===== src/rtl/eth_rr_arb.sv =====
// Packet-granular round-robin arbiter merging NPORTS ingress FIFOs onto one registered egress stream.
// Optional feature macro: ETH_RR_ARB_ORPHAN_DROP_EN (discard heads lacking start while idle).

package eth_rr_arb_pkg;
  localparam int unsigned DATA_W = 32;
  localparam int unsigned WORD_W = DATA_W + 2;

  typedef struct packed {
    logic              eop;
    logic              sop;
    logic [DATA_W-1:0] data;
  } word_t;
endpackage

module eth_rr_arb
  import eth_rr_arb_pkg::*;
#(
  parameter  int unsigned NPORTS = 4,
  localparam int unsigned PW     = $clog2(NPORTS)
) (
  input  logic                     clk,
  input  logic                     rstn,
  input  logic [NPORTS-1:0]        fifo_empty,
  input  logic [WORD_W*NPORTS-1:0] fifo_rd_data,
  output logic [NPORTS-1:0]        fifo_rd_en,
  output logic [DATA_W-1:0]        o_data,
  output logic                     o_start,
  output logic                     o_end,
  output logic                     o_valid,
  input  logic                     o_ready,
  output logic [PW-1:0]            o_port,
  output logic                     o_drop
);

  typedef enum logic {
    IDLE = 1'b0,
    XFER = 1'b1
  } state_e;

  state_e          state_q, state_d;
  logic [PW-1:0]   grant_q, grant_d;
  logic [PW-1:0]   last_q, last_d;
  word_t           out_q, out_d;
  logic            valid_q, valid_d;
  logic [PW-1:0]   port_q, port_d;
  logic            drop_q, drop_d;

  word_t           head [NPORTS];
  word_t           head_sel;
  logic [NPORTS-1:0] req;
  logic [NPORTS-1:0] drop_vec;
  logic            found;
  logic [PW-1:0]   pick;
  logic            pop;

  // Unpack per-port head words.
  always_comb begin
    for (int unsigned p = 0; p < NPORTS; p++) begin
      head[p] = fifo_rd_data[WORD_W*p +: WORD_W];
    end
  end

  assign head_sel = head[grant_q];

`ifdef ETH_RR_ARB_ORPHAN_DROP_EN
  // Heads without a start bit are flushed while idle and may not compete.
  always_comb begin
    drop_vec = '0;
    for (int unsigned p = 0; p < NPORTS; p++) begin
      drop_vec[PW'(p)] = !fifo_empty[PW'(p)] && !head[p].sop;
    end
  end
`else
  assign drop_vec = '0;
`endif

  assign req = ~fifo_empty & ~drop_vec;

  // Rotating priority search starting just after the last served port.
  always_comb begin
    found = 1'b0;
    pick  = '0;
    for (int unsigned i = 1; i <= NPORTS; i++) begin
      logic [PW-1:0] idx;
      idx = PW'((32'(last_q) + i) % NPORTS);
      if (!found && req[idx]) begin
        found = 1'b1;
        pick  = idx;
      end
    end
  end

  assign pop = (state_q == XFER) && !fifo_empty[grant_q] && (!valid_q || o_ready);

  // Next-state, pop strobes and output-register load.
  always_comb begin
    state_d    = state_q;
    grant_d    = grant_q;
    last_d     = last_q;
    out_d      = out_q;
    valid_d    = valid_q;
    port_d     = port_q;
    drop_d     = 1'b0;
    fifo_rd_en = '0;

    case (state_q)
      IDLE: begin
        if (valid_q && o_ready) begin
          valid_d = 1'b0;
        end
        fifo_rd_en = drop_vec;
        drop_d     = |drop_vec;
        if (found) begin
          grant_d = pick;
          state_d = XFER;
        end
      end
      XFER: begin
        if (pop) begin
          fifo_rd_en[grant_q] = 1'b1;
          out_d               = head_sel;
          port_d              = grant_q;
          valid_d             = 1'b1;
          if (head_sel.eop) begin
            state_d = IDLE;
            last_d  = grant_q;
          end
        end else if (valid_q && o_ready) begin
          valid_d = 1'b0;
        end
      end
      default: begin
        state_d = IDLE;
      end
    endcase
  end

  always_ff @(posedge clk or negedge rstn) begin
    if (!rstn) begin
      state_q <= IDLE;
      grant_q <= '0;
      last_q  <= PW'(NPORTS - 1);
      out_q   <= '0;
      valid_q <= 1'b0;
      port_q  <= '0;
      drop_q  <= 1'b0;
    end else begin
      state_q <= state_d;
      grant_q <= grant_d;
      last_q  <= last_d;
      out_q   <= out_d;
      valid_q <= valid_d;
      port_q  <= port_d;
      drop_q  <= drop_d;
    end
  end

  assign o_data  = out_q.data;
  assign o_start = out_q.sop;
  assign o_end   = out_q.eop;
  assign o_valid = valid_q;
  assign o_port  = port_q;
  assign o_drop  = drop_q;

endmodule


===== config.mk =====
export PLATFORM = sky130hd
export DESIGN_NAME = eth_rr_arb
export DESIGN_NICKNAME = d
export VERILOG_FILES = /design/src/rtl/eth_rr_arb.sv
export SDC_FILE = /design/constraint.sdc
export NUM_CORES = 1
export LEC_CHECK = 0
export CORE_MARGIN = 5
export CORE_UTILIZATION = 35
export DETAILED_ROUTE_END_ITERATION = 7
export PLACE_DENSITY = 0.91
export SLEW_MARGIN = 15
export SYNTH_ARGS = -nofsm -noshare
export SYNTH_HDL_FRONTEND = slang
export SYNTH_SLANG_ARGS = --single-unit

===== constraint.sdc =====
create_clock -name clk -period 2.49 [get_ports clk]
set_clock_uncertainty 0.05 [all_clocks]
set_input_delay 0.3735 -clock clk [delete_from_list [all_inputs] [get_ports clk]]
set_output_delay 0.3735 -clock clk [all_outputs]
set_load 0.005 [all_outputs]

# After elaboration in Yosys (flattened, before gate mapping)
# Cells that the tools add are included.
# word_totals
reg_bits	42
wordCells	70
# classes
n_addsub	4
n_lt_le_gt_ge	7
mux	32
bitwise_logic	3
n_reduce_logical	16
# op_table
cell	n
34-bit binary-select mux with 2-bit select	1
34-bit two-way mux	2
2-bit by 3-bit less-than comparator with 1-bit output (second input constant)	5
1-bit two-way mux	15
1-bit binary-select mux with 2-bit select	5
2-bit two-way mux	4
4-bit case mux with 2 select lines	1
1-bit logical AND	7
1-bit zero test	5
2-bit by 1-bit adder with 2-bit output (second input constant)	2
2-bit adder (second input constant)	2
4-bit two-way mux	1
4-bit NOT	1
1-bit case mux with 2 select lines	2
2-bit AND reduction	2
3-bit >= comparator (second input constant)	1
2-bit NOT with 3-bit output	1
3-bit AND reduction	1
1-bit demux with 2-bit select	1
2-bit by 1-bit >= comparator with 1-bit output (second input constant)	1
1-bit logical OR	1
1-bit NOT	1

# Longest topological paths before layout
# Gate-level depths: netlist of the first run.
# depth
depth_word	15
depth_mapped	5

# Worst setup path after synthesis of the first run
# No wires, ideal clock.
# synth_path
path_kind	reg2reg
startpoint	reg grant_q[0]
endpoint	reg out_q, in the netlist o_data[10]
setup_ns	0.125
t_arrival_ns	1.838
path_slack_ns	0.477
stages_incl_launch_ff	5
path_buffers	1
period_less_slack_ns	2.013
cell_sequence	dfrtp_1 > mux4_2 > nor3b_4 > buf_6 > mux2_2
# synth_via
elab_chain_cells	6
elab_cells_between_ends	10
classes_between	5 x mux; 1 x bitwise; 4 x reduce/logical
# synth_rtl
item	line	rtl
start, declared	41	logic [PW-1:0] grant_q, grant_d;
start signal, assigned	149	grant_q <= grant_d;
1-bit binary-select mux with 2-bit select	93	assign pop = (state_q == XFER) && !fifo_empty[grant_q] && (!valid_q || o_ready);
1-bit two-way mux (implied by the code)	93	
1-bit zero test	93	
1-bit logical AND (2 in series)	93	
2-bit AND reduction (no line)	--	
end signal, assigned	151	out_q <= out_d;
end, declared	43	word_t out_q, out_d;
# Several ways; a longest one is shown, not always the timed one. The select of a mux whose other input is x is not followed.
# A chain may end at the register's enable or synchronous reset.

# Worst setup path after layout of the first run
# layout_path
startpoint	in fifo_empty[0]
endpoint	out fifo_rd_en[2]
# layout_via
elab_chain_cells	7
# layout_rtl
item	line	rtl
start, declared	23	input logic [NPORTS-1:0] fifo_empty,
1-bit binary-select mux with 2-bit select	93	
1-bit two-way mux (implied by the code)	93	
1-bit zero test	93	
1-bit logical AND (2 in series)	93	
4-bit two-way mux	119	if (pop) begin
4-bit case mux with 2 select lines	106	case (state_q)
end, declared	25	output logic [NPORTS-1:0] fifo_rd_en,
# No other way between the ends. The select of a mux whose other input is x is not followed.

==> metrics.txt, run 1 <==
number of antenna repair diodes=0; Yosys cell types=29; R2R setup slack=300 ps; fin crit share=0.927; I/O pin total=185; met2 routed WL=4320 um; Met1 Wirelength=2830 um; Mapped Cells=162; Hold Vio Cnt, Final=0; final setup vio count=0; first-pass GRT wire length=12,500 um; Vias/cell=5.12; Max IR drop VDD=406 uV; unrepaired setup endpoints after global routing=no; NumNets Final=490; Final TNS setup=0 ps; die width=95.6 um; total congestion overflow=0; filler instances=557; # H-tree levels=2; share of cells above drive strength 1=0.259; Max Root-Sink Buffers=2; most common cell after layout, fill and taps aside=clkdlybuf4s50_1; clk sinks=42; DR WL/cell=18.6 um; Rows=31; CTS tree=built; sequential element share of the synthesized area=0.411; Critical Path Start Type=input pin; Synth Flop Type=dfrtp_1; initial antenna violation count=0; worst slew pin tran=579 ps; placer congestion estimate=0.857; DR vias=2,284; Root Buffer=clkbuf_8; power density over the cells=956 nW/um^2; most frequent cells in the layout=clkdlybuf4s50_1 (180), dfrtp_1 (38), mux4_2 (35), mux2_2 (34), buf_4 (7); 1st-pass router iterations=4; Slew Viols, Final=0; Setup Slack @ Placement=75.9 ps; share of flip-flops with an asynchronous set or reset=1.00; worst hold path type=in -> async; number of global-route vias before repair=2,534; Critical Path AT=1880 ps; R2R Path End=o_data[13]$_DFFE_PN0P_; final setup slack of the worst path=183 ps; input/output buffers=183; Max FO, Critical Path=4; core area=7180 sq um; CP required=2070 ps; number of synthesized flops with an enable pin=0; drt first-iter violations=54; Final min period=2310 ps; Crit. End Element=output port; Fmax=0.433 GHz; CTS Buf Count=5; Seq cells post-synth=42; Setup CP Type=in -> out; LEAKAGE=1.78 nW; gr usage total=0.177; Reg clk slew, reported paths=80 ps; drt drc=0; full die area=9140 sq um; Reg2Reg Depth=4; Initial Util=0.357; ANT nets after route=0; hold_buf cts=0; largest net degree at the start of global routing=36; post-DP HPWL=6800 um; Rel. slew slack=0.614; Mean Syn Cell Area=15.8 sq um; latest clock arrival within the worst-skew pair=280 ps; Mapped Area=2560 sq um; WL final=8310 um; max-cap check violation count=0; Top Metal Used=met4; Area growth, synth to finish=79.0%; met3 wire len=1000 um; RR Startpoint=grant_q[0]$_DFFE_PN0P_; die height=95.6 um; syn_nets=305; run status=completed; synthesis warning total=0
-- synthesized netlist by cell type, types with 2 or more instances --
cell,number,area (sq um)
clkbuf_1,5,18.8
and2_1,3,18.8
nand2_1,2,7.51
nor2_1,5,18.8
mux4_2,35,788
dfrtp_1,40,1000
nand4b_1,2,17.5
dfstp_2,2,52.6
inv_1,4,15.0
o21ai_0,3,15.0
nand2b_1,2,12.5
mux2_2,34,383
buf_6,3,33.8
mux2i_1,2,20.0
a41oi_1,2,17.5
buf_2,4,20.0
mux2_1,2,22.5
-- worst max-delay path by stage --
stage                        endpoint  slack, ps                    from
2_1_floorplan  o_data[10]$_DFFE_PN0P_        480  grant_q[0]$_DFFE_PN0P_
3_3_place_gp   o_data[16]$_DFFE_PN0P_        160           fifo_empty[3]
3_5_place_dp            fifo_rd_en[1]         80           fifo_empty[3]
4_1_cts                 fifo_rd_en[1]         70           fifo_empty[3]
5_1_grt                 fifo_rd_en[0]        120           fifo_empty[0]
6_report                fifo_rd_en[2]        180           fifo_empty[0]
-- where the power goes --
group          switching [mW]  leakage [nW]  total (mW)  internal (mW)
logic                   0.892          1.26        2.66           1.77
registers               0.262         0.485        1.32           1.06
clock network           0.210        0.0383       0.403          0.193
total                    1.36          1.78        4.39           3.02
-- through the flow --
step | cells | hold slack, ps | total power [mW] | utilization | instance area, sq um
floorplan | 162 | 27.9 | 2.85 | - | 2560
global placement | 439 | 340 | 3.94 | 0.629 | 4510
detailed placement | 439 | 341 | 4.05 | 0.629 | 4510
CTS | 446 | 25.8 | 4.47 | 0.639 | 4590
global route | 446 | 54.8 | 4.69 | 0.640 | 4590
finish | 446 | 14.6 | 4.39 | 0.640 | 4590
-- what timing repair did --
action | 4_1_cts | 5_1_grt
gates resized for setup | 0 | 2
setup buffers | 0 | 0
endpoints found under the setup margin | 0 | 2
-- flip-flops by register name, summed over array words and instances (netlist names) --
register / count
o_data: 32
grant_q: 2
last_q: 2
o_port: 2
o_end: 1
o_start: 1
o_valid: 1
state_q: 1
-- worst max-delay path, cell delays in order --
cell             delay, ps
clkdlybuf4s50_1        420
buf_4                  160
mux2i_1                120
nand4b_1               170
nor2_1                 120
clkdlybuf4s50_1        510
-- layout make-up --
class	count	area [sq um]	share of cell area
tap	99	124	0.0270
sequential	42	1060	0.230
multi-input combinational	103	1420	0.308
inverter	4	15.0	0.00327
timing repair buffer	191	1900	0.415
clock buffer	7	76.3	0.0166
-- per-layer routing --
layer	vias up	global-route usage
met3	10	0.0655
li1	1015	-
met1	1120	0.192
met2	139	0.321
met5	-	0
met4	0	0.0498
-- cell families after synthesis --
kind of cell | Yosys count | share of synthesized area
flops | 42 | 0.411
mux | 73 | 0.473
other cells | 1 | 0.00146
buf+inv | 17 | 0.0371
compound gates | 10 | 0.0293
simple gates | 19 | 0.0483
Note: power is estimated with default switching activity, not from simulation.
==> inputs of run 2 (changes only) <==
--- a/config.mk
+++ b/config.mk
@@ -5,7 +5,6 @@
 export SDC_FILE = /design/constraint.sdc
 export NUM_CORES = 1
 export LEC_CHECK = 0
-export CORE_MARGIN = 5
 export CORE_UTILIZATION = 35
 export DETAILED_ROUTE_END_ITERATION = 7
 export PLACE_DENSITY = 0.91
==> metrics.txt, run 2 (synthesized netlist as in run 1, its figures left out) <==
largest net degree at the start of global routing=32 (-11%); sequential share of power=0.295 (-0.006); gr usage total=0.206 (+0.0290); Max Root-Sink Buffers=2 (unchanged); Slew Viols, Final=0 (unchanged); Fmax=0.420 GHz (-3.1%); die height=87.6 um (-8.4%); core area=6940 sq um (-3.2%); most frequent cells in the layout=clkdlybuf4s50_1 (181), dfrtp_1 (38), mux4_2 (35), mux2_2 (34), buf_4 (10); max-cap check violation count=0 (unchanged); post-DP HPWL=6390 um (-6.0%); number of antenna repair diodes=0 (unchanged); Final Instance Area=4610 sq um (+0.49%); CP required=2070 ps (about the same); Clk pwr share=0.098 (+0.006); full die area=7670 sq um (-16%); Area growth, synth to finish=79.9%; Rel. slew slack=0.557 (-0.0568); Setup CP Type=in -> out; Root Buffer=clkbuf_8; worst slew pin tran=664 ps (+85.2 ps); 1st-pass router iterations=4 (unchanged); initial antenna violation count=0 (unchanged); Area after DPL=4520 sq um (+0.14%); Initial Util=0.369 (+0.0119); clk sinks=42 (unchanged); Critical Path AT=1960 ps (+80 ps); Rows=30 (-3.2%); Critical Path Start Type=input pin; Top Metal Used=met4; filler instances=548 (-1.6%); run status=completed; Final min period=2380 ps (+72.9 ps); Switching Fraction=0.311 (+0.000472); first-pass GRT wire length=11,900 um (-4.7%); final setup vio count=0 (unchanged); Storage cell area=1060 sq um (unchanged); Max FO, Critical Path=5 (+1); final core occ=0.665 (+0.0246); power density over the cells=963 nW/um^2 (+0.79%); Max IR drop VDD=629 uV (+55%); # H-tree levels=2 (unchanged); Combinational Power Share=0.607 (about the same); total congestion overflow=0 (unchanged); placer congestion estimate=0.901 (+5.2%); WL final=7990 um (-3.9%); CTS Buf Count=5 (unchanged); Vias/cell=5.03 (-1.8%); fin cells=447 (+0.22%); Crit. End Element=output port; number of global-route vias before repair=2,464 (-2.8%); I/O pin total=185 (unchanged); Post-CTS Setup Bufs=0 (unchanged); Reg clk slew, reported paths=80 ps (about the same); input/output buffers=183 (unchanged); Met1 Wirelength=2810 um (-0.88%); latest clock arrival within the worst-skew pair=280 ps (about the same); hold_buf cts=0 (unchanged); LEAKAGE=1.79 nW (+0.32%); share of cells above drive strength 1=0.271 (+0.0113); cell count after placement=439 (unchanged); fin crit share=0.956 (+0.0293); ANT nets after route=0 (unchanged); NumNets Final=493 (+0.61%); met2 routed WL=4480 um (+3.6%); Net Sw Power=1.38 mW (+1.4%); multi-input logic area=1420 sq um (unchanged); drt first-iter violations=29 (-46%); Final TNS setup=0 ps (unchanged); drt drc=0 (unchanged); die width=87.6 um (-8.4%); unrepaired setup endpoints after global routing=no; met3 wire len=581 um (-42%); most common cell after layout, fill and taps aside=clkdlybuf4s50_1; DR WL/cell=17.9 um (-4.1%); CTS tree=built; Largest register FFs=32 (unchanged); Hold Vio Cnt, Final=0 (unchanged); worst hold path type=in -> async; DR vias=2,248 (-1.6%); Pint=3.06 mW (+1.2%)
==> run 2: changes by cell type in the layout (fill, tap and decap cells not counted) <==
cell	before	now
buf_12	1	0
buf_4	7	10
buf_6	0	1
dlymetal6s2s_1	2	1
clkinv_2	0	1
clkbuf_1	2	1
clkdlybuf4s50_1	180	181
clkbuf_8	5	6
==> run 2: worst max-delay path, cell delays in order <==
cell and delay (ps):
clkdlybuf4s50_1 450, nand2b_1 240, and4_1 270, and2_1 130, clkdlybuf4s50_1 490
==> run 2: through the flow <==
stage / hold slack [ps] / setup slack, ps / total power, mW
final: 74.1 / 110 / 4.44
after global routing: 121 / 38.8 / 4.73
after global placement: 387 / 144 / 3.92
after floorplan: 27.9 / 477 / 2.85
after CTS: 82.9 / 77.0 / 4.50
after detailed placement: 398 / 62.2 / 4.04
==> run 2: final timing paths <==
path	startpoint	cells after the start	endpoint	slack [ps]
min in group clk	o_data[5]$_DFFE_PN0P_	1	o_data[5]$_DFFE_PN0P_	440
max	o_ready	5	fifo_rd_en[1]	110
max in group asynchronous	rstn	2	o_data[21]$_DFFE_PN0P_	1750
min	rstn	1	o_data[29]$_DFFE_PN0P_	70
max reg2reg	grant_q[0]$_DFFE_PN0P_	4	o_data[11]$_DFFE_PN0P_	380
min reg2reg	o_data[5]$_DFFE_PN0P_	1	o_data[5]$_DFFE_PN0P_	440
==> run 2: power groups by stage <==
| stage | clock [mW] | sequential (mW) | combinational (mW) |
|---|---|---|---|
| 2_1_floorplan | 0 | 1.27 | 1.57 |
| 3_3_place_gp | 0 | 1.30 | 2.62 |
| 3_5_place_dp | 0 | 1.32 | 2.72 |
| 4_1_cts | 0.456 | 1.31 | 2.73 |
| 5_1_grt | 0.486 | 1.36 | 2.88 |
| 6_report | 0.435 | 1.31 | 2.70 |
==> run 2: cell type report <==
type,instances,area share
Tap cell,96,0.0260
Multi-Input combinational cell,103,0.307
Timing Repair Buffer,194,0.415
Clock inverter,1,0.00108
Inverter,4,0.00325
Clock buffer,7,0.0187
Sequential cell,42,0.229
==> run 2: layer usage <==
layer,global-route usage,up-vias
met5,0,-
met4,0.0581,0
met3,0.0490,10
met2,0.411,110
met1,0.211,1108
li1,-,1020
==> run 2: timing repair <==
| action | in CTS | in global routing |
|---|---|---|
| endpoints found under the hold margin | 0 | 0 |
| resized for setup | 0 | 2 |
| setup endpoints to repair | 0 | 2 |
==> inputs of run 3 (changes only) <==
--- a/config.mk
+++ b/config.mk
@@ -7,6 +7,7 @@
 export LEC_CHECK = 0
 export CORE_UTILIZATION = 35
 export DETAILED_ROUTE_END_ITERATION = 7
+export GPL_TIMING_DRIVEN = 0
 export PLACE_DENSITY = 0.91
 export SLEW_MARGIN = 15
 export SYNTH_ARGS = -nofsm -noshare
==> metrics.txt, run 3 (synthesized netlist as in run 1, its figures left out) <==
Final min period=2370 ps (-8.00 ps); Worst Hold Slack=-4.65 ps (-78.7 ps); LEAKAGE=1.79 nW (+0.11%); die width=87.6 um (unchanged); total congestion overflow=0 (unchanged); critical path's top delay family=multiplexers; final setup vio count=0 (unchanged); 1st-pass router iterations=4 (unchanged); Reg2Reg Depth=4 (unchanged); CP required=2620 ps (+550 ps); # H-tree levels=2 (unchanged); clk sinks=42 (unchanged); Setup Slack @ Placement=-207 ps (-269 ps); gr usage total=0.209 (+0.00349); first-pass GRT wire length=12,100 um (+1.6%); crit path cell chain=clkdlybuf4s50_1, mux4_2, nor3b_4, buf_6, mux2_2; cell count after placement=442 (+0.68%); slowest CP cell=mux4_2; share of cells above drive strength 1=0.263 (-0.00794); worst slew pin tran=658 ps (-6.36 ps); Hold Vio Cnt, Final=14 (+14); Largest register FFs=32 (unchanged); hold_buf cts=0 (unchanged); input/output buffers=183 (unchanged); Initial Util=0.369 (unchanged); initial antenna violation count=0 (unchanged); Max IR drop VDD=523 uV (-17%); Root Buffer=clkbuf_8; Fmax=0.422 GHz (+0.34%); Crit path depth=5 (unchanged); Rows=30 (unchanged); full die area=7670 sq um (unchanged); final setup slack of the worst path=118 ps (+8.00 ps); Critical Path AT=2500 ps (+540 ps); worst hold path type=in -> async; CP bufs+invs=2 (unchanged); met3 wire len=593 um (+2.1%); run status=finished with violations; final core occ=0.672 (+0.00757); max-cap check violation count=0 (unchanged); Max FO, Critical Path=10 (+5); most common cell after layout, fill and taps aside=clkdlybuf4s50_1; DR WL/cell=17.1 um (-4.5%); core area=6940 sq um (unchanged); NumNets Final=496 (+0.61%); Top Metal Used=met4; Area growth, synth to finish=82.0%; Max Root-Sink Buffers=2 (unchanged); CTS tree=built; met2 routed WL=4280 um (-4.4%); WL final=7680 um (-3.9%); placer congestion estimate=0.788 (-13%); power density over the cells=982 nW/um^2 (+2.0%); most frequent cells in the layout=clkdlybuf4s50_1 (182), dfrtp_1 (39), mux4_2 (35), mux2_2 (34); number of global-route vias before repair=2,512 (+1.9%); Rel. slew slack=0.561 (+0.00424); DR vias=2,251 (+0.13%); number of antenna repair diodes=0 (unchanged); Vias/cell=5.00 (-0.53%); latest clock arrival within the worst-skew pair=290 ps (about the same); I/O pin total=185 (unchanged); Setup CP Type=in -> reg; Met1 Wirelength=2730 um (-3.0%); largest net degree at the start of global routing=24 (-25%); Final TNS setup=0 ps (unchanged); Area after DPL=4540 sq um (+0.50%); Reg clk slew, reported paths=80 ps (about the same); Critical Path Start Type=input pin; drt drc=0 (unchanged); Crit. End Element=flip-flop; CP max stage delay=560 ps (+70 ps); Slew Viols, Final=0 (unchanged); die height=87.6 um (unchanged); CTS Buf Count=5 (unchanged); failing checks=hold timing; fin cells=450 (+0.67%); fin crit share=0.953 (-0.00321); total power=4.58 mW (+3.2%); post-DP HPWL=6320 um (-1.1%); Final Instance Area=4670 sq um (+1.1%); drt first-iter violations=41 (+41%); unrepaired setup endpoints after global routing=no; ANT nets after route=0 (unchanged)
## run 3: where the power goes
group | switching, mW | internal [mW]
Sequential | 0.207 | 1.06
Clock | 0.223 | 0.300
Combinational | 0.955 | 1.84
Total | 1.39 | 3.20
## run 3: final cells by class
type                       instances  area (sq um)
clock buffer                       7          76.3
buffer                            11          85.1
tap                               96           120
clock inverter                     1          30.0
fill                             531          2280
multi-input combinational        103          1420
inverter                           4          15.0
sequential                        42          1050
timing repair buffer             186          1870
## run 3: worst paths after layout
| path | endpoint | slack (ps) | startpoint |
|---|---|---|---|
| worst max-delay path | o_data[29]$_DFFE_PN0P_ | 120 | fifo_empty[2] |
| worst min-delay path | o_data[24]$_DFFE_PN0P_ | -5 | rstn |
| worst max register to register | o_data[29]$_DFFE_PN0P_ | 250 | grant_q[0]$_DFFE_PN0P_ |
| worst min register to register | o_data[5]$_DFFE_PN0P_ | 430 | o_data[5]$_DFFE_PN0P_ |
| max in group asynchronous | grant_q[1]$_DFFE_PN0P_ | 1890 | rstn |
| min in group clk | o_data[5]$_DFFE_PN0P_ | 430 | o_data[5]$_DFFE_PN0P_ |
## run 3: layer usage
metal / GRT usage / up-vias
li1: - / 1024
met1: 0.231 / 1114
met2: 0.405 / 104
met3: 0.0471 / 9
met4: 0.0522 / 0
met5: 0 / -
## run 3: repair_timing
action                     in CTS  in global routing
buffers inserted                0                  2
pin swaps                       0                  0
setup endpoints to repair       4                  4
resized for setup               6                  2
## run 3: worst reg2reg max path, cell delays in order (launching register included)
cell     delay (ps)
dfrtp_1         430
mux4_2          580
nor3b_4         490
buf_6           230
mux2_2          350
==> RTL change (flow settings as in run 3) <==
Build with the macro `ETH_RR_ARB_ORPHAN_DROP_EN` defined.
--- a/src/rtl/eth_rr_arb.sv
+++ b/src/rtl/eth_rr_arb.sv
@@ -1,5 +1,7 @@
 // Packet-granular round-robin arbiter merging NPORTS ingress FIFOs onto one registered egress stream.
 // Optional feature macro: ETH_RR_ARB_ORPHAN_DROP_EN (discard heads lacking start while idle).
+
+`define ETH_RR_ARB_ORPHAN_DROP_EN
 
 package eth_rr_arb_pkg;
   localparam int unsigned DATA_W = 32;
Check against the original RTL: not equivalent (a bounded check fails within 4 cycles, from zero or initial values and one cycle with rstn low).
==> RTL change against run 3 <==
  * Register-to-register slack worse by 0.06 ns
  * Routed wire length is 12% higher
  * Synthesized cell count is 4.3% higher
  * Largest cell class unchanged
  * First-iteration DRC count is 90% higher
  * Via count is 6.4% higher
  * Final area is 1.0% higher
  * Non-clock buffer count is 3 higher
  * Worst setup slack worse by 0.012 ns
  * Sequential cell count is 1 higher
  * Fmax is 0.52% lower
  * Total power hardly changed
  * Die area is 2.2% higher
  * Synthesized area is 2.3% higher
==> RTL change: results (changes against run 3) <==
[synthesis]
avgSynthCellArea_um2 = 15.53  ; -1.9%
synth_commonest_cells = dfrtp_1 (41), mux2_2 (36), mux4_2 (35)
syn_nets = 312  ; +2.3%
synthTopCellsByArea = dfrtp_1 (39%), mux4_2 (30%), mux2_2 (15%)
ys_seq_area_frac = 0.4111  ; about the same
yosys_warnings = 0  ; unchanged
async_flop_share = 1.000  ; unchanged
ys_types = 30  ; +3.4%

[detailed_routing]
vias = 2395  ; +6.4%
routed_wl_um = 8590  ; +12%
drt_iter0_drc = 78  ; +90%
wire_per_inst_um = 18.55  ; +8.7%
drt_first_pass_iters = 4  ; unchanged

[finish]
num_antenna_cells = 0  ; unchanged
largest_reg_flops = 32  ; unchanged
fin_nets = 506  ; +2.0%
final_common_cell = clkdlybuf4s50_1
fillers = 556  ; +4.7%
layout-drive-gt1-share = 0.2912  ; +0.02850

[grt]
grt_start_max_net_pins = 25  ; +4.2%
grt_pass1_wl_um = 12380  ; +2.5%
track_usage = 0.2109  ; +0.001458
grt_pass1_vias = 2529  ; +0.68%
antenna_found_initial = 0  ; unchanged

[clock_tree]
cts_made_buffers = 5  ; unchanged
insertion_delay_ns = 0.29  ; about the same
htree_levels = 2  ; unchanged
root_buffer = clkbuf_8
clkSlewWorstSetupHoldPaths_ns = 0.09
clockBufferDepth = 2  ; unchanged

[worst_setup_path]
cp_top_family = multiplexers
crit_path_top_delay_cell = mux4_2
slowest_delay_ns = 0.52  ; -0.04 ns
crit_fanout = 4  ; -6
critPathArrivalTime_ns = 1.96  ; -0.54 ns
crit_path_start = grant_q[1]$_DFFE_PN0P_

[hold_path]
hp-class = register to register
min-delay-start = o_port[0]$_DFFE_PN0P_

[placed_design]
hpwl_um = 6813  ; +7.8%
gp_congestion = 0.9039  ; +15%
port_buffers = 184  ; +0.55%
placedCellCount = 453  ; +2.5%

[status]
outcome = finished clean

[power_and_ir_drop]
leakage_nw = 1.811  ; +1.2%
irDropWorstVdd_mv = 0.4390  ; -16%

[timing]
slew_headroom = 0.5467  ; -0.01477
hold_viol = 0  ; -14

## RTL change: cell count changes in the layout (fill, tap and decap cells not counted), moves of 3 or more
cell and change:
and2_1 -3, buf_2 +5, buf_4 +3, buf_6 -3, clkdlybuf4s50_1 -7, dlygate4sd2_1 +4
nor2b_1 +4, o22ai_1 +3
## RTL change: what timing repair did
action,CTS,global route
pin swaps,1,0
gates resized for setup,27,1
endpoints found under the hold margin,19,0
endpoints found under the setup margin,4,3
hold buffers,1,0
setup buffers,2,3
## RTL change: report_power, final
group | leakage [nW] | switching, mW | internal (mW)
sequential | 0.502 | 0.223 | 1.08
clock | 0.0422 | 0.231 | 0.197
combinational | 1.27 | 1.00 | 1.85
## RTL change: final timing paths
kind	endpoint	slack [ns]	cells past startpoint
hold reg to reg	o_port[0]$_DFFE_PN0P_	0.44	2
setup reg to reg	o_start$_DFFE_PN0P_	0.19	5
min in group asynchronous	o_data[10]$_DFFE_PN0P_	0.54	2
max in group asynchronous	last_q[0]$_DFFE_PN1P_	1.27	3
hold / removal	o_port[0]$_DFFE_PN0P_	0.44	2
setup / recovery	fifo_rd_en[3]	0.11	6
## RTL change: metal layers
metal / track usage / up-vias / wire (um)
met5: 0 / - / 0
met4: 0.05425 / 0 / 76
met3: 0.06343 / 8 / 936
met2: 0.3790 / 161 / 4482
met1: 0.2452 / 1159 / 3095
li1: - / 1067 / -
## RTL change: logic make-up after synthesis
kind of cell | after synthesis | share of synthesized area
AOI/OAI and AO/OA | 15 | 0.04292
buffers and inverters | 17 | 0.03385
DFF | 43 | 0.4111
muxes | 74 | 0.4702
and+or+nand+nor | 20 | 0.04196
## RTL change: layout make-up
class | count | share of cell area
Sequential cell | 43 | 0.2290
Inverter | 4 | 0.003185
Tap cell | 99 | 0.02627
Timing Repair Buffer | 191 | 0.3986
Clock buffer | 7 | 0.01619
Clock inverter | 1 | 0.001062
Multi-Input combinational cell | 109 | 0.3134
Buffer | 9 | 0.01221
## RTL change: stage by stage
| stage | area (um2) | worst slack, ns |
|---|---|---|
| 2_1_floorplan | 2624 | 0.3961 |
| 3_3_place_gp | 4589 | -0.7574 |
| 3_5_place_dp | 4604 | -0.7496 |
| 4_1_cts | 4698 | 0.004149 |
| 5_1_grt | 4715 | 0.003330 |
| 6_report | 4715 | 0.1056 |
## RTL change: worst min-delay path: stages (launching register included)
cell and delay (ns):
dfrtp_1 0.35, nand2_1 0.06, nand2_1 0.05
